==> src/rtl/alu_issue_ctrl_if.sv <==
// Command, ALU-drive and result handshake bundle for alu_issue_ctrl.
interface alu_issue_ctrl_if;
    logic       cmd_valid;
    logic       cmd_ready;
    logic [3:0] cmd_a;
    logic [3:0] cmd_b;
    logic [2:0] cmd_op;

    logic [3:0] alu_a;
    logic [3:0] alu_b;
    logic [2:0] alu_op;
    logic [7:0] alu_result;
    logic       alu_carry;

    logic       res_valid;
    logic       res_ready;
    logic [7:0] res_data;
    logic       res_carry;
    logic       res_zero;
    logic       res_err;
    logic [2:0] res_op;

    // The controller accepts commands, drives the ALU and offers results.
    modport slave (
        input  cmd_valid, cmd_a, cmd_b, cmd_op,
        output cmd_ready,
        output alu_a, alu_b, alu_op,
        input  alu_result, alu_carry,
        output res_valid, res_data, res_carry, res_zero, res_err, res_op,
        input  res_ready
    );

    // The surrounding environment: command source, ALU and result sink.
    modport master (
        output cmd_valid, cmd_a, cmd_b, cmd_op,
        input  cmd_ready,
        input  alu_a, alu_b, alu_op,
        output alu_result, alu_carry,
        input  res_valid, res_data, res_carry, res_zero, res_err, res_op,
        output res_ready
    );
endinterface

==> src/rtl/alu_issue_ctrl.sv <==
// Issue/retire controller around a combinational 4-bit ALU: command FIFO,
// registered ALU operands and a valid/ready result register.
module alu_issue_ctrl #(
    parameter int DEPTH = 4,
    parameter int CNT_W = 8
) (
    input  logic             clk,
    input  logic             rst_n,
    alu_issue_ctrl_if.slave  bus,
    output logic             busy,
    output logic [CNT_W-1:0] op_count
);
    localparam int AW = (DEPTH > 1) ? $clog2(DEPTH) : 1;
    localparam logic [AW:0] FULL = (AW+1)'(DEPTH);

    typedef enum logic [1:0] { IDLE, EXEC, OUT } state_t;

    state_t        state;
    state_t        state_nxt;
    logic [10:0]   fifo_mem [DEPTH];
    logic [AW-1:0] wr_ptr;
    logic [AW-1:0] rd_ptr;
    logic [AW:0]   count;
    logic          empty;
    logic          push;
    logic          pop;
    logic          hand_off;
    logic          div_zero;
    logic [10:0]   head;

    assign empty         = (count == '0);
    assign bus.cmd_ready = (count != FULL);
    assign push          = bus.cmd_valid && bus.cmd_ready;
    assign hand_off      = bus.res_valid && bus.res_ready;
    assign head          = fifo_mem[rd_ptr];
    assign div_zero      = (bus.alu_op == 3'b011) && (bus.alu_b == 4'd0);
    assign busy          = (state != IDLE) || !empty;

    // Storage needs no reset; pointers and count alone define valid entries.
    always_ff @(posedge clk) begin
        if (push) begin
            fifo_mem[wr_ptr] <= {bus.cmd_a, bus.cmd_b, bus.cmd_op};
        end
    end

    always_ff @(posedge clk or negedge rst_n) begin
        if (!rst_n) begin
            wr_ptr <= '0;
            rd_ptr <= '0;
            count  <= '0;
        end else begin
            if (push) wr_ptr <= wr_ptr + AW'(1);
            if (pop)  rd_ptr <= rd_ptr + AW'(1);
            count <= count + (AW+1)'(push) - (AW+1)'(pop);
        end
    end

    always_ff @(posedge clk or negedge rst_n) begin
        if (!rst_n) state <= IDLE;
        else        state <= state_nxt;
    end

    always_comb begin
        state_nxt = state;
        pop       = 1'b0;
        case (state)
            IDLE: begin
                if (!empty) begin
                    pop       = 1'b1;
                    state_nxt = EXEC;
                end
            end
            EXEC: state_nxt = OUT;
            OUT: begin
                if (hand_off) begin
                    if (!empty) begin
                        pop       = 1'b1;
                        state_nxt = EXEC;
                    end else begin
                        state_nxt = IDLE;
                    end
                end
            end
            default: state_nxt = IDLE;
        endcase
    end

    // The ALU output has settled by the end of EXEC, so it is captured then;
    // a divide by zero overrides whatever the ALU produced.
    always_ff @(posedge clk or negedge rst_n) begin
        if (!rst_n) begin
            bus.alu_a     <= '0;
            bus.alu_b     <= '0;
            bus.alu_op    <= '0;
            bus.res_valid <= 1'b0;
            bus.res_data  <= '0;
            bus.res_carry <= 1'b0;
            bus.res_zero  <= 1'b0;
            bus.res_err   <= 1'b0;
            bus.res_op    <= '0;
            op_count      <= '0;
        end else begin
            if (pop) begin
                {bus.alu_a, bus.alu_b, bus.alu_op} <= head;
            end
            if (state == EXEC) begin
                bus.res_valid <= 1'b1;
                bus.res_op    <= bus.alu_op;
                bus.res_err   <= div_zero;
                bus.res_data  <= div_zero ? 8'd0 : bus.alu_result;
                bus.res_carry <= div_zero ? 1'b0 : bus.alu_carry;
                bus.res_zero  <= div_zero || (bus.alu_result == 8'd0);
            end else if (hand_off) begin
                bus.res_valid <= 1'b0;
                op_count      <= op_count + CNT_W'(1);
            end
        end
    end
endmodule
==> src/flat_wrapper.sv <==
// flat-port wrapper written by rule: the top's interface ports become plain ports
module alu_issue_ctrl_flat 
#(
    parameter int DEPTH = 4,
    parameter int CNT_W = 8
)
  (clk, rst_n, busy, op_count, bus_cmd_valid, bus_cmd_a, bus_cmd_b, bus_cmd_op, bus_cmd_ready, bus_alu_a, bus_alu_b, bus_alu_op, bus_alu_result, bus_alu_carry, bus_res_valid, bus_res_data, bus_res_carry, bus_res_zero, bus_res_err, bus_res_op, bus_res_ready);
  alu_issue_ctrl_if bus_i ();
  input  logic clk;
  input  logic rst_n;
  output logic busy;
  output logic [CNT_W-1:0] op_count;
  input wire logic [$bits(bus_i.cmd_valid)-1:0] bus_cmd_valid;
  input wire logic [$bits(bus_i.cmd_a)-1:0] bus_cmd_a;
  input wire logic [$bits(bus_i.cmd_b)-1:0] bus_cmd_b;
  input wire logic [$bits(bus_i.cmd_op)-1:0] bus_cmd_op;
  output wire logic [$bits(bus_i.cmd_ready)-1:0] bus_cmd_ready;
  output wire logic [$bits(bus_i.alu_a)-1:0] bus_alu_a;
  output wire logic [$bits(bus_i.alu_b)-1:0] bus_alu_b;
  output wire logic [$bits(bus_i.alu_op)-1:0] bus_alu_op;
  input wire logic [$bits(bus_i.alu_result)-1:0] bus_alu_result;
  input wire logic [$bits(bus_i.alu_carry)-1:0] bus_alu_carry;
  output wire logic [$bits(bus_i.res_valid)-1:0] bus_res_valid;
  output wire logic [$bits(bus_i.res_data)-1:0] bus_res_data;
  output wire logic [$bits(bus_i.res_carry)-1:0] bus_res_carry;
  output wire logic [$bits(bus_i.res_zero)-1:0] bus_res_zero;
  output wire logic [$bits(bus_i.res_err)-1:0] bus_res_err;
  output wire logic [$bits(bus_i.res_op)-1:0] bus_res_op;
  input wire logic [$bits(bus_i.res_ready)-1:0] bus_res_ready;
  assign bus_i.cmd_valid = bus_cmd_valid;
  assign bus_i.cmd_a = bus_cmd_a;
  assign bus_i.cmd_b = bus_cmd_b;
  assign bus_i.cmd_op = bus_cmd_op;
  assign bus_cmd_ready = bus_i.cmd_ready;
  assign bus_alu_a = bus_i.alu_a;
  assign bus_alu_b = bus_i.alu_b;
  assign bus_alu_op = bus_i.alu_op;
  assign bus_i.alu_result = bus_alu_result;
  assign bus_i.alu_carry = bus_alu_carry;
  assign bus_res_valid = bus_i.res_valid;
  assign bus_res_data = bus_i.res_data;
  assign bus_res_carry = bus_i.res_carry;
  assign bus_res_zero = bus_i.res_zero;
  assign bus_res_err = bus_i.res_err;
  assign bus_res_op = bus_i.res_op;
  assign bus_i.res_ready = bus_res_ready;
  alu_issue_ctrl #(.DEPTH(DEPTH), .CNT_W(CNT_W)) u_core (.clk(clk), .rst_n(rst_n), .bus(bus_i), .busy(busy), .op_count(op_count));
endmodule
==> config.mk <==
export PLATFORM = sky130hd
export DESIGN_NAME = alu_issue_ctrl_flat
export DESIGN_NICKNAME = d
export VERILOG_FILES = /design/src/rtl/alu_issue_ctrl_if.sv /design/src/rtl/alu_issue_ctrl.sv /design/src/flat_wrapper.sv
export SDC_FILE = /design/constraint.sdc
export NUM_CORES = 1
export LEC_CHECK = 0
export ABC_AREA = 1
export CORE_ASPECT_RATIO = 1.4
export CORE_MARGIN = 10
export CORE_UTILIZATION = 53
export CTS_CLUSTER_DIAMETER = 150
export CTS_CLUSTER_SIZE = 8
export DETAILED_ROUTE_END_ITERATION = 7
export PLACE_DENSITY = 0.79
export SETUP_SLACK_MARGIN = 0.2
export SLEW_MARGIN = 10
export SYNTH_ARGS = -nofsm -noshare
export SYNTH_HDL_FRONTEND = slang
export SYNTH_SLANG_ARGS = --single-unit
==> constraint.sdc <==
create_clock -name clk -period 2.3 [get_ports clk]
set_input_delay 0.345 -clock clk [delete_from_list [all_inputs] [get_ports clk]]
set_output_delay 0.345 -clock clk [all_outputs]
set_load 0.01 [all_outputs]
# Word-level counts from Yosys, hierarchy flattened
# Memories as Yosys holds them, arrays and structs flattened. A register that Yosys moved wholly into a read port is not among the register bits.
# Index checks and enable logic that the tools add are counted.
dict set report totals {
  word_cells 52
  regBits 32
  n_memories 1
  ram_bits 44
  romBits 0
  latchBits 0
  input_bits 24
}
dict set report op_classes {
  mux 13
  multipliers 0
  div_mod_pow 0
  bitwise_logic 1
  n_addsub 5
  order_cmp 0
  n_eq_ne 6
  n_reduce_logical 15
  n_shift 0
}
# memory depth word_bits read_ports rd_clocked_by_memory_dff write_ports line_no
set mem_list {}
lappend mem_list {u_core.fifo_mem 4 11 1 1 1 alu_issue_ctrl.sv:20} ;# logic [10:0] fifo_mem [DEPTH];
# op count
set ops {}
lappend ops {{8-bit by 1-bit adder with 8-bit output (second input constant)} 1}
lappend ops {{8-bit logical NOT} 1}
lappend ops {{1-bit two-way mux} 8}
lappend ops {{8-bit two-way mux} 1}
lappend ops {{2-bit one-hot mux with 3 select lines} 1}
lappend ops {{2-bit by 1-bit adder with 2-bit output (second input constant)} 2}
lappend ops {{4-bit logical NOT} 1}
lappend ops {{2-bit two-way mux} 2}
lappend ops {{2-bit AND reduction} 2}
lappend ops {{2-bit nonzero test} 2}
lappend ops {{3-bit by 1-bit adder with 3-bit output} 1}
lappend ops {{3-bit by 2-bit == test with 1-bit output (second input constant)} 1}
lappend ops {{1-bit logical AND} 3}
lappend ops {{3-bit logical NOT} 1}
lappend ops {{3-bit inequality test (second input constant)} 1}
lappend ops {{3-bit by 1-bit subtractor with 3-bit output} 1}
lappend ops {{2-bit by 1-bit == test with 1-bit output (second input constant)} 1}
lappend ops {{2-bit == test (second input constant)} 1}
lappend ops {{1-bit logical NOT} 2}
lappend ops {{2-bit logical NOT} 1}
lappend ops {{1-bit logical OR} 2}
lappend ops {{2-bit by 1-bit inequality test with 1-bit output (second input constant)} 1}
lappend ops {{2-bit inequality test (second input constant)} 1}
lappend ops {{1-bit one-hot mux with 2 select lines} 1}
lappend ops {{1-bit inverter} 1}

# Longest topological paths before layout
# Gate-level depths: netlist (run 1).
dict set report depth {
  depth_word 5
  depth_mapped 10
  ltp_nobuf 9
}

# Worst setup path after synthesis (run 1)
# Ideal clock, no wire load.
dict set report synth_timing {
  kind {register to register}
  from {register u_core.bus.res_valid}
  to {register u_core.count[2]}
  path_buffers 1
  synth_period_minus_slack_ps 2015
  setup_slack_ps 285
  path_stages_with_launch 11
  required_time_ps 2171
  arrival_time_ps 1886
  path_cell_list {dfrtp_1 > nand2_1 > nand2_1 > nand3_4 > buf_6 > inv_1 > ha_1 > inv_1 > ha_1 > fa_1 > xor2_1}
}
dict set report synth_via {
  elab_chain_len 4
}
# element line_no
set synth_rtl {}
lappend synth_rtl {{start, declared} alu_issue_ctrl_if.sv:29} ;# output res_valid, res_data, res_carry, res_zero, res_err, res_op,
lappend synth_rtl {{start signal, assigned} alu_issue_ctrl.sv:95} ;# bus.res_valid <= 1'b0;
lappend synth_rtl {{start signal, assigned} alu_issue_ctrl.sv:107} ;# bus.res_valid <= 1'b1;
lappend synth_rtl {{start signal, assigned} alu_issue_ctrl.sv:114} ;# bus.res_valid <= 1'b0;
lappend synth_rtl {{1-bit logical AND} alu_issue_ctrl.sv:34} ;# assign hand_off = bus.res_valid && bus.res_ready;
lappend synth_rtl {{1-bit two-way mux} alu_issue_ctrl.sv:75} ;# if (hand_off) begin
lappend synth_rtl {{1-bit one-hot mux with 2 select lines} alu_issue_ctrl.sv:66} ;# case (state)
lappend synth_rtl {{net u_core.pop} alu_issue_ctrl.sv:26} ;# logic pop;
lappend synth_rtl {{3-bit by 1-bit subtractor with 3-bit output} alu_issue_ctrl.sv:54} ;# count <= count + (AW+1)'(push) - (AW+1)'(pop);
lappend synth_rtl {{end signal, assigned} alu_issue_ctrl.sv:54}
lappend synth_rtl {{end, declared} alu_issue_ctrl.sv:23} ;# logic [AW:0] count;
# The timed path passes the listed nets, and every way through them passes these cells.
# A chain may end at the register's enable or synchronous reset.

# Worst setup path after layout (run 1)
dict set report layout_timing {
  from {register u_core.count[2]}
  to {register u_core.count[2]}
}
dict set report layout_via {
  elab_chain_len 5
}
# element line_no
set layout_rtl {}
lappend layout_rtl {{3-bit logical NOT (*)} alu_issue_ctrl.sv:31} ;# assign empty = (count == '0);
lappend layout_rtl {{1-bit two-way mux (*)} {alu_issue_ctrl.sv:68, alu_issue_ctrl.sv:76}}
lappend layout_rtl {{1-bit two-way mux} alu_issue_ctrl.sv:75}
lappend layout_rtl {{1-bit one-hot mux with 2 select lines (*)} alu_issue_ctrl.sv:66}
lappend layout_rtl {{net u_core.pop} alu_issue_ctrl.sv:26}
lappend layout_rtl {{3-bit by 1-bit subtractor with 3-bit output (*)} alu_issue_ctrl.sv:54}
# The timed path passes the listed nets; every way through them passes the cells marked *.

==> results.json, run 1 <==
{
  "cp_top_family": "adder cells",
  "cts_sinks": 87,
  "synth_area_per_cell_um2": 10.7,
  "rr_worst_depth": 9,
  "rsz0062_at_grt": "false",
  "cp_num_cells": 9,
  "required_ns": 2.54,
  "clkPwrFrac": 0.195,
  "fin_crit_sh": 0.826,
  "path_buf_inv": 2,
  "routedWlPerCell_um": 14.3,
  "ys_ff_latch": 87,
  "hold_viol_final": 0,
  "post_cts_resized": 0,
  "post_cts_buffers": 0,
  "grt_pass1_wl_um": 12300,
  "final_util": 0.690,
  "synth_seq_area_share": 0.651,
  "synth_nets": 376,
  "internal-power_w": 0.00384,
  "fillers": 532,
  "drtIter0Drc": 100,
  "rows": 35,
  "path_clk_slew_ns": 0.09,
  "cp-startpoint": "u_core.count[2]",
  "hp-class": "primary input to async pin",
  "dp.cells": 493,
  "first_pass_iters": 4,
  "cp-start-kind": "register",
  "critPathMaxFanout": 3,
  "cp-end-kind": "register",
  "clk_latency_ns": 0.36,
  "relSlewSlack": 0.699,
  "die_width_um": 90.4,
  "cts_root_buffer": "clkbuf_8",
  "skew_ns": 0.0108,
  "h-tree-depth": 3,
  "p_per_area_nw_per_um2": 1320,
  "wl_um": 7310,
  "seqPwrFrac": 0.401,
  "switchingPower_w": 0.00221,
  "slew_viol_final": 0,
  "stdcell_area_um2": 4590,
  "finalSetupViolations": 0,
  "ios": 60,
  "grt_max_degree": 27,
  "cp.arrival_ns": 2.14,
  "switching_share": 0.366,
  "final_nets": 445,
  "num_vias": 2485,
  "syn_area_um2": 3680,
  "cts.path.max_buffers": 2,
  "drtAntennaViolNets": 0,
  "die_y_um": 119,
  "final_common_cell": "nand2_1",
  "maxClockFrequency_mhz": 526,
  "cap_violations": 0,
  "tightest_slew_ns": 0.452,
  "post_dp_cell_area_um2": 4360,
  "critPathKind": "register to register",
  "fin_tns_setup_ns": 0,
  "initial_core_util": 0.553,
  "critical_path.slowest_cell": "dfrtp_1",
  "netlist_instances": 344,
  "drive_gt1_frac": 0.0981,
  "crit_chain": "nor2_2, nand2_2, nand3_4, inv_1, ha_1, inv_1, ha_1, fa_1, xor2_1",
  "worstReg2RegStart": "u_core.count[2]",
  "grt_pass1_vias": 2591,
  "viasPerCell": 4.87,
  "overflow": 0,
  "dp_hpwl_um": 5220,
  "core-area_um2": 6660,
  "p_comb_frac": 0.405,
  "grtUsageTotal": 0.142,
  "design.die.area_um2": 10700,
  "status": "finished, final reports clean",
  "p_leak_nw": 2.04,
  "area_growth_pct": 24.7,
  "place_congestion": 0.748,
  "io_buffers": 59,
  "tritoncts": "built",
  "drcViolationCount": 0,
  "diodes": 0,
  "antenna_found_initial": 0,
  "final_cells": 510,
  "cts_buffers": 9,
  "synthDistinctLibCells": 26,
  "crit_path_max_incr_delay_ns": 0.42,
  "layout_common_cells": "nand2_1 (122), clkdlybuf4s50_1 (58), edfxtp_1 (44)",
  "hold_buffers": 1,
  "yosysWarnings": 0,
  "peakVddDrop_v": 0.000606,
  "min_period_ns": 1.90
}
-- power groups by stage --
stage	clock, W	sequential, W	combinational, W
6_report	0.00118	0.00243	0.00245
5_1_grt	0.00129	0.00249	0.00275
4_1_cts	0.00121	0.00243	0.00251
3_5_place_dp	0	0.00246	0.00250
3_3_place_gp	0	0.00244	0.00241
2_1_floorplan	0	0.00256	0.00147
-- cell usage after synthesis --
cell type  count  area share
nand2_1      122        0.12
edfxtp_1      44        0.36
dfrtp_1       43        0.29
nand3_1       36       0.049
inv_1         28       0.029
nor2_1        14       0.014
ha_1           7       0.024
o21ai_2        7       0.017
buf_6          6       0.018
o21ai_1        6      0.0082
xor2_1         6       0.014
buf_2          3      0.0041
o21ai_0        3      0.0041
xnor2_1        3      0.0071
buf_4          2      0.0041
nand2_2        2      0.0034
nand3b_1       2      0.0041
nand4_1        2      0.0034
and2_0         1      0.0017
clkbuf_1       1      0.0010
fa_1           1      0.0054
inv_2          1      0.0010
nand3_2        1      0.0027
nand3_4        1      0.0048
nor2_2         1      0.0017
nor2_4         1      0.0031
-- metrics by stage --
step / worst slack, ns / hold WS (ns) / power, W
4_1_cts: 0.390 / 0.473 / 0.00615
2_1_floorplan: 0.285 / 0.0494 / 0.00403
5_1_grt: 0.315 / 0.493 / 0.00653
3_3_place_gp: 0.0766 / 0.314 / 0.00485
6_report: 0.399 / 0.467 / 0.00606
3_5_place_dp: 0.0416 / 0.322 / 0.00496
-- area by class of cell --
class / count / area [um^2] / share of cell area
clock buffers: 9 / 124 / 0.0270
flip-flops and latches: 87 / 2400 / 0.522
repair buffers: 70 / 671 / 0.146
well taps: 92 / 115 / 0.0251
multi-input cells: 216 / 1070 / 0.234
inverters: 29 / 109 / 0.0237
clock inverters: 7 / 103 / 0.0223
-- kinds of logic after synthesis --
| kind of cell | Yosys count | synth area share |
|---|---|---|
| AO/OA/AOI/OAI | 16 | 0.0289 |
| XOR/XNOR | 9 | 0.0214 |
| adder cells (fa/ha/maj) | 8 | 0.0292 |
| buffers and inverters | 41 | 0.0571 |
| flip-flops | 87 | 0.651 |
| AND/OR/NAND/NOR | 183 | 0.212 |
-- per-layer routing --
layer	global-route usage	vias up	wire length, um
met5	0	-	0
met4	0.0818	0	162
met3	0.0412	12	359
met2	0.245	61	3620
met1	0.152	1162	3160
li1	-	1250	-
-- registers in the layout (all words and copies together) (netlist names) --
signal and flops:
u_core.bus.res_data 8, u_core.bus.res_valid 1, u_core.state 2, u_core.bus.res_op 3, u_core.bus.res_err 1, u_core.wr_ptr 2
u_core.fifo_mem 44, u_core.count 3, u_core.op_count 8, u_core.bus.alu_a 4, u_core.bus.res_zero 1, u_core.bus.alu_op 3
u_core.bus.res_carry 1, u_core.rd_ptr 2, u_core.bus.alu_b 4
-- worst register-to-register path, delay by kind of cell, from the launching register on --
kind / cells / cell delay, ns
flip-flops: 1 / 0.42
AND/OR/NAND/NOR: 3 / 0.29
buffers and inverters: 2 / 0.08
XOR/XNOR: 1 / 0.17
adder cells (fa/ha/maj): 3 / 0.82
-- path summary, 6_finish.rpt --
kind	to	slack (ns)
min in group clk	u_core.bus.res_data[4]	0.49
worst max-delay path	u_core.count[2]	0.40
worst max register to register	u_core.count[2]	0.40
max in group asynchronous	u_core.bus.res_op[1]	1.25
worst min-delay path	u_core.op_count[3]	0.47
worst min register to register	u_core.bus.res_data[4]	0.49
No activity file was read; power rests on OpenSTA's default activity.
==> run 2: changes to the inputs <==
--- a/config.mk
+++ b/config.mk
@@ -8,11 +8,11 @@
 export ABC_AREA = 1
 export CORE_ASPECT_RATIO = 1.4
 export CORE_MARGIN = 10
-export CORE_UTILIZATION = 53
+export CORE_UTILIZATION = 48
 export CTS_CLUSTER_DIAMETER = 150
 export CTS_CLUSTER_SIZE = 8
 export DETAILED_ROUTE_END_ITERATION = 7
-export PLACE_DENSITY = 0.79
+export PLACE_DENSITY = 0.76
 export SETUP_SLACK_MARGIN = 0.2
 export SLEW_MARGIN = 10
 export SYNTH_ARGS = -nofsm -noshare
==> constraint.sdc (replaced) <==
create_clock -name clk -period 1.7 [get_ports clk]
set_input_delay 0.255 -clock clk [delete_from_list [all_inputs] [get_ports clk]]
set_output_delay 0.255 -clock clk [all_outputs]
set_load 0.01 [all_outputs]
==> run 2 against run 1 <==
Effect of this change:
- the run now ends with negative setup slack left
- final cell count grew 2.7%
- clock skew is essentially flat
- critical path depth is the same
- largest cell class unchanged
- first-iteration DRC count grew 24%
- count of clock-buffer cells in the layout grew 1
- combinational power grew 44%
- routed wire length shrank 1.0%
- cell area grew 1.9%
- largest power group unchanged
- sequential cell count is the same
==> results.json, run 2 (synthesis gave the netlist of run 1 again) <==
{
  "path_clk_slew_ns": 0.09,
  "grt_pass1_wl_um": 11800,
  "design.die.area_um2": 11600,
  "cpMostUsedCell": "ha_4",
  "required_ns": 1.93,
  "fin_crit_sh": 1.04,
  "viasPerCell": 4.81,
  "rr_worst_depth": 9,
  "drtAntennaViolNets": 0,
  "die_y_um": 124,
  "highest_layer": "met4",
  "io_buffers": 59,
  "wl_um": 7230,
  "cap_violations": 0,
  "min_period_ns": 1.76,
  "finalSetupViolations": 2,
  "critPathMaxFanout": 2,
  "grt_max_degree": 44,
  "drtIter0Drc": 124,
  "h-tree-depth": 3,
  "top_regs": "u_core.fifo_mem: 44 flops, u_core.bus.res_data: 8 flops, u_core.op_count: 8 flops",
  "peakVddDrop_v": 0.000744,
  "largest_reg_flops": 44,
  "layout_common_cells": "nand2_1 (121), edfxtp_1 (44), dfrtp_1 (42)",
  "status": "finished with violations",
  "dp_hpwl_um": 5130,
  "cp_num_cells": 9,
  "clk_latency_ns": 0.36,
  "diodes": 0,
  "cts_buffers": 9,
  "critPathKind": "register to register",
  "tritoncts": "built",
  "wl_met3_um": 510,
  "path_buf_inv": 2,
  "final_nets": 454,
  "overflow": 0,
  "rsz0062_at_grt": "true",
  "place_congestion": 0.770,
  "final_util": 0.632,
  "slew_viol_final": 0,
  "grtUsageTotal": 0.130,
  "grt_pass1_vias": 2498,
  "skew_ns": 0.0104,
  "cts_root_buffer": "clkbuf_8",
  "rows": 37,
  "relSlewSlack": 0.646,
  "cp-end-kind": "register",
  "violations": "negative setup slack",
  "cts_sinks": 87,
  "setup_ws_ns": -0.0614,
  "hp-class": "primary input to register",
  "num_vias": 2518,
  "met2_length_um": 3670,
  "dp.cells": 504,
  "cts.path.max_buffers": 2,
  "core-area_um2": 7410,
  "cp_top_family": "adder cells",
  "crit_path_max_incr_delay_ns": 0.39,
  "hold_viol_final": 0,
  "ios": 60,
  "first_pass_iters": 4,
  "tightest_slew_ns": 0.532,
  "antenna_found_initial": 0,
  "routedWlPerCell_um": 13.8,
  "final_cells": 524,
  "maxClockFrequency_mhz": 568,
  "cp.arrival_ns": 1.99,
  "p_per_area_nw_per_um2": 1740,
  "area_growth_pct": 27.1,
  "hold_depth": 3,
  "critical_path.slowest_cell": "dfrtp_1",
  "final_common_cell": "nand2_1",
  "crit_chain": "nor2_2, nand2_2, nand3_4, inv_2, ha_4, inv_4, ha_4, fa_2, xor2_1",
  "die_width_um": 94.0,
  "p_leak_nw": 2.15,
  "top_register": "u_core.fifo_mem",
  "cp-start-kind": "register",
  "drive_gt1_frac": 0.150,
  "drcViolationCount": 0,
  "initial_core_util": 0.497,
  "wl_met1_um": 2960,
  "fin_tns_setup_ns": -0.0882
}
## run 2: cell type report
class                      count  area [um^2]
clock buffer                  10          149
inverter                      29          111
multi-input combinational    216         1110
timing repair buffer          79          736
sequential                    87         2400
fill                         626         2730
tap                           97          121
clock inverter                 6         48.8
## run 2: final timing paths
check,to,slack (ns),startpoint
worst max-delay path,u_core.count[2],-0.06,u_core.count[2]
worst min-delay path,u_core.bus.res_carry,0.47,bus_alu_carry
worst max register to register,u_core.count[2],-0.06,u_core.count[2]
worst min register to register,u_core.bus.res_data[3],0.48,u_core.bus.res_data[3]
max in group asynchronous,u_core.op_count[3],0.81,rst_n
min in group asynchronous,u_core.op_count[5],0.51,rst_n
## run 2: where the power goes
| group | switching (W) | total [W] | internal, W |
|---|---|---|---|
| clock | 0.000742 | 0.00138 | 0.000634 |
| sequential | 0.000328 | 0.00325 | 0.00292 |
| combinational | 0.00204 | 0.00352 | 0.00148 |
## run 2: through the flow
step | area [um^2] | hold WS, ns | power, W | worst slack [ns]
final | 4680 | 0.472 | 0.00814 | -0.0614
after global routing | 4680 | 0.478 | 0.00881 | -0.147
after CTS | 4680 | 0.464 | 0.00827 | -0.0813
after detailed placement | 4500 | 0.361 | 0.00704 | -0.365
after global placement | 4500 | 0.352 | 0.00685 | -0.314
after floorplan | 3720 | -0.0406 | 0.00555 | -0.240
## run 2: metal layers
layer / vias up / global-route usage
li1: 1275 / -
met1: 1173 / 0.140
met2: 61 / 0.225
met3: 9 / 0.0488
met4: 0 / 0.0514
met5: - / 0
## run 2: timing repair
action | in CTS | in global routing
resized for setup | 45 | 1
setup endpoints to repair | 38 | 5
setup buffers | 3 | 0
pin swaps | 5 | 0
endpoints found under the hold margin | 43 | 0
hold buffers | 1 | 0
## run 2: worst register-to-register path, cell delays in order (launching register included)
cell     delay (ns)
dfrtp_1        0.39
nor2_2         0.14
nand2_2        0.08
nand3_4        0.06
inv_2          0.05
ha_4           0.26
inv_4          0.03
ha_4           0.14
fa_2           0.33
xor2_1         0.15
==> run 3: changes to the inputs <==
--- a/config.mk
+++ b/config.mk
@@ -12,9 +12,9 @@
 export CTS_CLUSTER_DIAMETER = 150
 export CTS_CLUSTER_SIZE = 8
 export DETAILED_ROUTE_END_ITERATION = 7
-export PLACE_DENSITY = 0.76
+export PLACE_DENSITY = 0.84
 export SETUP_SLACK_MARGIN = 0.2
-export SLEW_MARGIN = 10
+export SLEW_MARGIN = 20
 export SYNTH_ARGS = -nofsm -noshare
 export SYNTH_HDL_FRONTEND = slang
 export SYNTH_SLANG_ARGS = --single-unit
==> constraint.sdc (replaced) <==
create_clock -name clk -period 1.6 [get_ports clk]
set_input_delay 0.24 -clock clk [delete_from_list [all_inputs] [get_ports clk]]
set_output_delay 0.24 -clock clk [all_outputs]
set_load 0.01 [all_outputs]
==> run 3 against run 2 <==
Effect of this change:
- the flow still finishes with violations (negative setup slack)
- register-to-register slack worse by 0.13 ns
- sequential power is 6.8% higher
- cell area is 2.5% higher
- first-iteration DRC count is 13% lower
- routed wire length is 3.9% higher
- sequential share of layout area is 1.2 points lower
- sequential cell count stayed put
- via count is 1.8% higher
- maximum frequency is 1.7% lower
- hold slack worse by 0.036 ns
- count of clock-buffer cells in the layout is 1 lower
- die area stayed put
- largest cell class unchanged
- largest power group unchanged
==> results.json, run 3 (synthesis gave the netlist of run 1 again) <==
{
  "initial_core_util": 0.497,
  "die_y_um": 124,
  "dp_hpwl_um": 5270,
  "cp-startpoint": "u_core.count[2]",
  "h-tree-depth": 3,
  "grt_pass1_vias": 2603,
  "p_per_area_nw_per_um2": 1840,
  "cp-start-kind": "register",
  "hold_viol_final": 0,
  "diodes": 0,
  "wl_um": 7520,
  "top_register": "u_core.fifo_mem",
  "required_ns": 1.84,
  "tritoncts": "built",
  "overflow": 0,
  "drive_gt1_frac": 0.166,
  "setup_ws_ns": -0.192,
  "top_regs": "u_core.fifo_mem: 44 flops, u_core.bus.res_data: 8 flops, u_core.op_count: 8 flops",
  "dp.cells": 505,
  "io_buffers": 59,
  "path_clk_slew_ns": 0.10,
  "drtAntennaViolNets": 0,
  "final_nets": 460,
  "die_width_um": 94.0,
  "drtIter0Drc": 108,
  "skew_ns": 0.0127,
  "cp-end-kind": "register",
  "worstReg2RegStart": "u_core.count[2]",
  "slew_viol_final": 0,
  "final_cells": 530,
  "hold_start": "bus_alu_carry",
  "relSlewSlack": 0.629,
  "final_util": 0.647,
  "crit_path_max_incr_delay_ns": 0.41,
  "design.die.area_um2": 11600,
  "peakVddDrop_v": 0.00115,
  "cts_sinks": 87,
  "critPathKind": "register to register",
  "first_pass_iters": 4,
  "core-area_um2": 7410,
  "holdWs_ns": 0.436,
  "antenna_found_initial": 0,
  "hp-class": "primary input to register",
  "finalSetupViolations": 47,
  "critPathMaxFanout": 2,
  "cp.arrival_ns": 2.03,
  "grt_max_degree": 44,
  "p_leak_nw": 2.20,
  "fillers": 603,
  "viasPerCell": 4.84,
  "ios": 60,
  "cts_root_buffer": "clkbuf_8",
  "cts_buffers": 9,
  "critical_path.slowest_cell": "dfrtp_1",
  "cap_violations": 0,
  "rsz0062_at_grt": "true",
  "grtUsageTotal": 0.135,
  "clk_latency_ns": 0.35,
  "min_period_ns": 1.79,
  "rows": 37,
  "drcViolationCount": 0,
  "num_vias": 2564,
  "finalPower_w": 0.00884,
  "place_congestion": 0.744,
  "largest_reg_flops": 44,
  "tightest_slew_ns": 0.556,
  "fin_crit_sh": 1.12,
  "violations": "negative setup slack",
  "final_common_cell": "nand2_1",
  "grt_pass1_wl_um": 12300,
  "status": "finished with violations",
  "crit_chain": "nor2_2, nand2_2, nand3_4, inv_2, ha_4, inv_2, ha_4, fa_2, xor2_1",
  "maxClockFrequency_mhz": 558,
  "area_growth_pct": 30.2,
  "fin_tns_setup_ns": -7.71,
  "routedWlPerCell_um": 14.2,
  "cts.path.max_buffers": 2,
  "layout_common_cells": "nand2_1 (120), edfxtp_1 (44), dfrtp_1 (42)"
}
==> run 3: cell types whose count changed in the layout (fill, tap and decap cells not counted), sizes merged <==
cell	delta
inv	+3
clkinv	-1
buf	+5
clkinvlp	-1
==> run 3: final timing paths <==
path | to | slack, ns | cells past startpoint
worst max register to register | u_core.count[2] | -0.19 | 9
max in group asynchronous | u_core.op_count[3] | 0.72 | 3
worst min-delay path | u_core.bus.res_carry | 0.44 | 3
worst min register to register | u_core.bus.res_data[5] | 0.48 | 2
worst max-delay path | u_core.count[2] | -0.19 | 9
min in group asynchronous | u_core.op_count[2] | 0.49 | 3
==> run 3: worst max-delay path, delay by kind of cell, from the launching register on <==
kind                     cells  cell delay, ns
adder cells (fa/ha/maj)      3            0.76
buffers and inverters        2            0.08
flip-flops                   1            0.41
AND/OR/NAND/NOR              3            0.30
XOR/XNOR                     1            0.14
==> run 3: repair_timing <==
action	CTS	global route
pin swaps	4	2
hold endpoints to repair	43	0
buffers inserted	6	1
gates resized for setup	53	3
setup endpoints to repair	75	50
gates cloned	1	0
hold buffers	1	0
==> run 3: final cells by class <==
type / instances / area, um^2 / area share
flip-flops and latches: 87 / 2400 / 0.500
multi-input cells: 216 / 1140 / 0.239
repair buffers: 85 / 827 / 0.172
clock buffers: 9 / 124 / 0.0258
well taps: 97 / 121 / 0.0253
inverters: 29 / 109 / 0.0227
clock inverters: 7 / 70.1 / 0.0146
==> run 3: per-layer routing <==
layer  global-route usage  part of all wire  vias to the layer above  routed length (um)
li1                     -                 -                     1287                   -
met1                0.150              0.40                     1208                3030
met2                0.238              0.53                       58                3970
met3               0.0349             0.050                       11                 378
met4               0.0552             0.018                        0                 136
met5                    0                 0                        -                   0
==> run 3: stage by stage <==
step / cell area [um^2] / setup WS (ns)
after global routing: 4790 / -0.274
after floorplan: 3730 / -0.340
final: 4790 / -0.192
after CTS: 4780 / -0.217
after global placement: 4520 / -0.413
after detailed placement: 4520 / -0.456
==> run 3: where the power goes <==
group          total, W  switching (W)  internal [W]
Clock           0.00147       0.000851      0.000615
Sequential      0.00347       0.000367       0.00310
Combinational   0.00390        0.00221       0.00169
==> variant 1, RTL diff (flow settings as in run 2) <==
`DEPTH` is set to 4 in 2 places; all go to 8.
--- a/src/rtl/alu_issue_ctrl.sv
+++ b/src/rtl/alu_issue_ctrl.sv
@@ -2,5 +2,5 @@
 // registered ALU operands and a valid/ready result register.
 module alu_issue_ctrl #(
-    parameter int DEPTH = 4,
+    parameter int DEPTH = 8,
     parameter int CNT_W = 8
 ) (
--- a/src/flat_wrapper.sv
+++ b/src/flat_wrapper.sv
@@ -2,5 +2,5 @@
 module alu_issue_ctrl_flat 
 #(
-    parameter int DEPTH = 4,
+    parameter int DEPTH = 8,
     parameter int CNT_W = 8
 )
Check against the original RTL: not equivalent (Yosys sat finds a counterexample within 10 cycles, from zero or initial values and one cycle with rst_n low).
==> variant 1 against run 2 <==
The flow still finishes with violations (negative setup slack); synthesized area increased by 59%; power is 68% higher; register-to-register slack lost 0.09 ns; final area grew 63%; die area up 47%; sequential cell count up 47; sequential power increased by 48%; routed wire length grew 86%; maximum frequency down 5.4%; setup slack worse by 0.10 ns; critical endpoint is now bus_cmd_ready.
==> variant 1: results (changes against run 2) <==
Outcome
  • Status: complete, but fails checks
  • Failing checks: negative setup slack

GRT
  • GRT Util Overall: 16.5% (+3.5 points)
  • Global routing met1 resource utilization: 17.6% (+3.6 points)

Layout
  • Non-clk invs: 101 (+250%)
  • Nets: 722 (+59%)
  • Clock buffer count: 27 (+17)
  • Top flop regs: u_core.fifo_mem x88, u_core.bus.res_data x8, u_core.op_count x8

Drt
  • Metal2 WL: 6.96 mm (+90%)
  • First DRT Iteration DRCs: 331 (+170%)

Critical path
  • Worst Setup EP: bus_cmd_ready
  • Register-to-Register Path Depth: 11 (+2)
  • CP max FO: 3 (+1)

STA
  • Final-report setup violation count: 40 (+38)
  • Worst setup margin: -0.163 ns (-0.101 ns)

Logic synthesis
  • Post-synth EDFFs: 88 (+100%)
  • Leading cell types by count after synthesis: 199 x nand2_1, 98 x inv_1, 88 x edfxtp_1
  • Seq cells post-synth: 134 (+54%)
  • Synth async-reset ratio: 34.3% (-15 points)
  • Syn nets: 621 (+65%)

Place
  • Hpwl dp: 8.66 mm (+69%)
  • Area of placed instances: 6900 µm² (+53%)
  • Gpl congestion: 0.800 (+3.9%)

Power and ir drop
  • Sequential power: 4810 µW (+48%)
  • Clock network power: 3290 µW (+140%)

Clock network
  • H-tree depth: 4 (+1)
  • Setup bufs post-CTS: 7 (+4)
  • Clk slew on worst S/H paths: 0.06 ns (-0.03 ns)
==> variant 1: cell types whose count changed in the layout (fill, tap and decap cells not counted), moves of 7 or more <==
cell,delta
clkbuf_16,+17
clkbuf_8,-7
o21ai_2,-7
clkbuf_1,+8
buf_4,+9
nand3_1,+38
edfxtp_1,+44
inv_1,+64
nor2_4,+7
nand2_1,+76
buf_6,+9
o21ai_0,+7
==> variant 1: critical path, cell delays in order, from the launching register on <==
cell	delay (ns)
dfrtp_1	0.37
inv_2	0.08
buf_4	0.12
ha_4	0.13
nand3_4	0.08
buf_6	0.12
buf_6	0.10
buf_6	0.10
buf_6	0.11
==> variant 1: cells by family (layout without fill, tap and decap cells) <==
logic type	Yosys count	count (layout)	synth area share, %
AND/OR/NAND/NOR	305	305	22.0
adder cells (fa/ha/maj)	10	10	2.27
XOR/XNOR	8	8	1.20
buffers and inverters	119	233	8.59
AO/OA/AOI/OAI	11	11	0.943
flip-flops	134	134	65.0
==> variant 2, RTL diff (config.mk and constraints of run 2) <==
Made on the original files. Encoding of `state_t`: now one-hot (3 bits for 3 states).
--- a/src/rtl/alu_issue_ctrl.sv
+++ b/src/rtl/alu_issue_ctrl.sv
@@ -14,5 +14,5 @@
     localparam logic [AW:0] FULL = (AW+1)'(DEPTH);
 
-    typedef enum logic [1:0] { IDLE, EXEC, OUT } state_t;
+    typedef enum logic [2:0] { IDLE = 3'b001, EXEC = 3'b010, OUT = 3'b100 } state_t;
 
     state_t        state;
Behaviour: same outputs for any inputs over 10 cycles, from zero or initial values and one cycle with rst_n low; not proved beyond that.
==> variant 2 against run 2 <==
Power grew 6.6%; the flow still finishes with violations (negative setup slack); die area is 4.7% higher; first-iteration DRC count up 8.9%; setup slack worse by 0.32 ns; via count increased by 16%; sequential cell count increased by 1; global-route usage is 1.2 points higher; critical path type unchanged; synthesized area grew 5.8%; final area grew 9.4%; routed wire length is 22% higher.
==> variant 2: results (changes against run 2) <==
STA
  • Final-report setup violation count: 3 (+1)
  • Rel. slew slack: 62.1% (-2.4 points)
  • Setup TNS: -0.658 ns (-0.570 ns)
  • Worst setup margin: -0.379 ns (-0.318 ns)

Place
  • Hpwl dp: 5.66 mm (+10%)
  • Area of placed instances: 4740 µm² (+5.3%)

Layout
  • Nets: 528 (+16%)
  • Share of layout cells above drive strength 1: 20.4% (+5.4 points)
  • Multi-input gates: 247 (+14%)
  • Non-clk invs: 48 (+66%)
  • Non-clk bufs: 102 (+29%)

Logic synthesis
  • Synth async-reset ratio: 50.0% (+0.57 points)
  • Top cells by area, synth: edfxtp_1 34%, dfrtp_1 28%, nand2_1 11%, inv_1 3.9%, nor2_1 3.6%
  • Adder-cell share of the synthesized area: 2.76% (-0.16 points)

GRT
  • Global routing met1 resource utilization: 15.6% (+1.5 points)
  • Met3 Use GR: 3.60% (-1.3 points)
  • Vias in the first global route: 2,909 (+16%)
  • Pin count of the biggest net entering global routing: 45 (+2.3%)

Floorplan
  • Die width: 96.1 µm (+2.3%)

Power and ir drop
  • Pwr per Cell Area: 1690 nW/µm² (-2.6%)
  • Maximum vdd ir drop: 0.822 mV (+11%)

Outcome
  • Status: complete, but fails checks
  • Failing checks: negative setup slack

Critical path
  • CP max stage delay: 0.57 ns (+0.18 ns)

Drt
  • Metal3 WL: 637 µm (+25%)
  • Metal2 WL: 4.60 mm (+25%)
  • Vias per cell: 4.86 (+1.2%)
[variant 2: path summary, 6_finish.rpt]
check	startpoint	endpoint	slack, ns	depth (start not counted)
hold reg to reg	u_core.bus.res_op[1]	u_core.bus.res_op[1]	0.49	2
max in group asynchronous	rst_n	u_core.bus.res_data[4]	0.80	3
hold / removal	bus_alu_result[7]	u_core.bus.res_data[7]	0.47	3
min in group asynchronous	rst_n	u_core.op_count[6]	0.50	3
setup / recovery	u_core.state[0]	u_core.count[2]	-0.38	12
setup reg to reg	u_core.state[0]	u_core.count[2]	-0.38	12
[variant 2: cells by family (layout without fill, tap and decap cells)]
logic type	Yosys count	count (layout)
flops	88	88
simple gates	197	197
xor+xnor	5	5
compound gates	37	37
fa+ha+maj	8	8
buf+inv	60	165
[variant 2: repair_timing]
item	in CTS	in global routing
endpoints found under the hold margin	43	0
buffers inserted	8	5
cloned	0	4
pin swaps	3	4
setup endpoints to repair	72	59
resized for setup	52	31
hold buffers	1	0
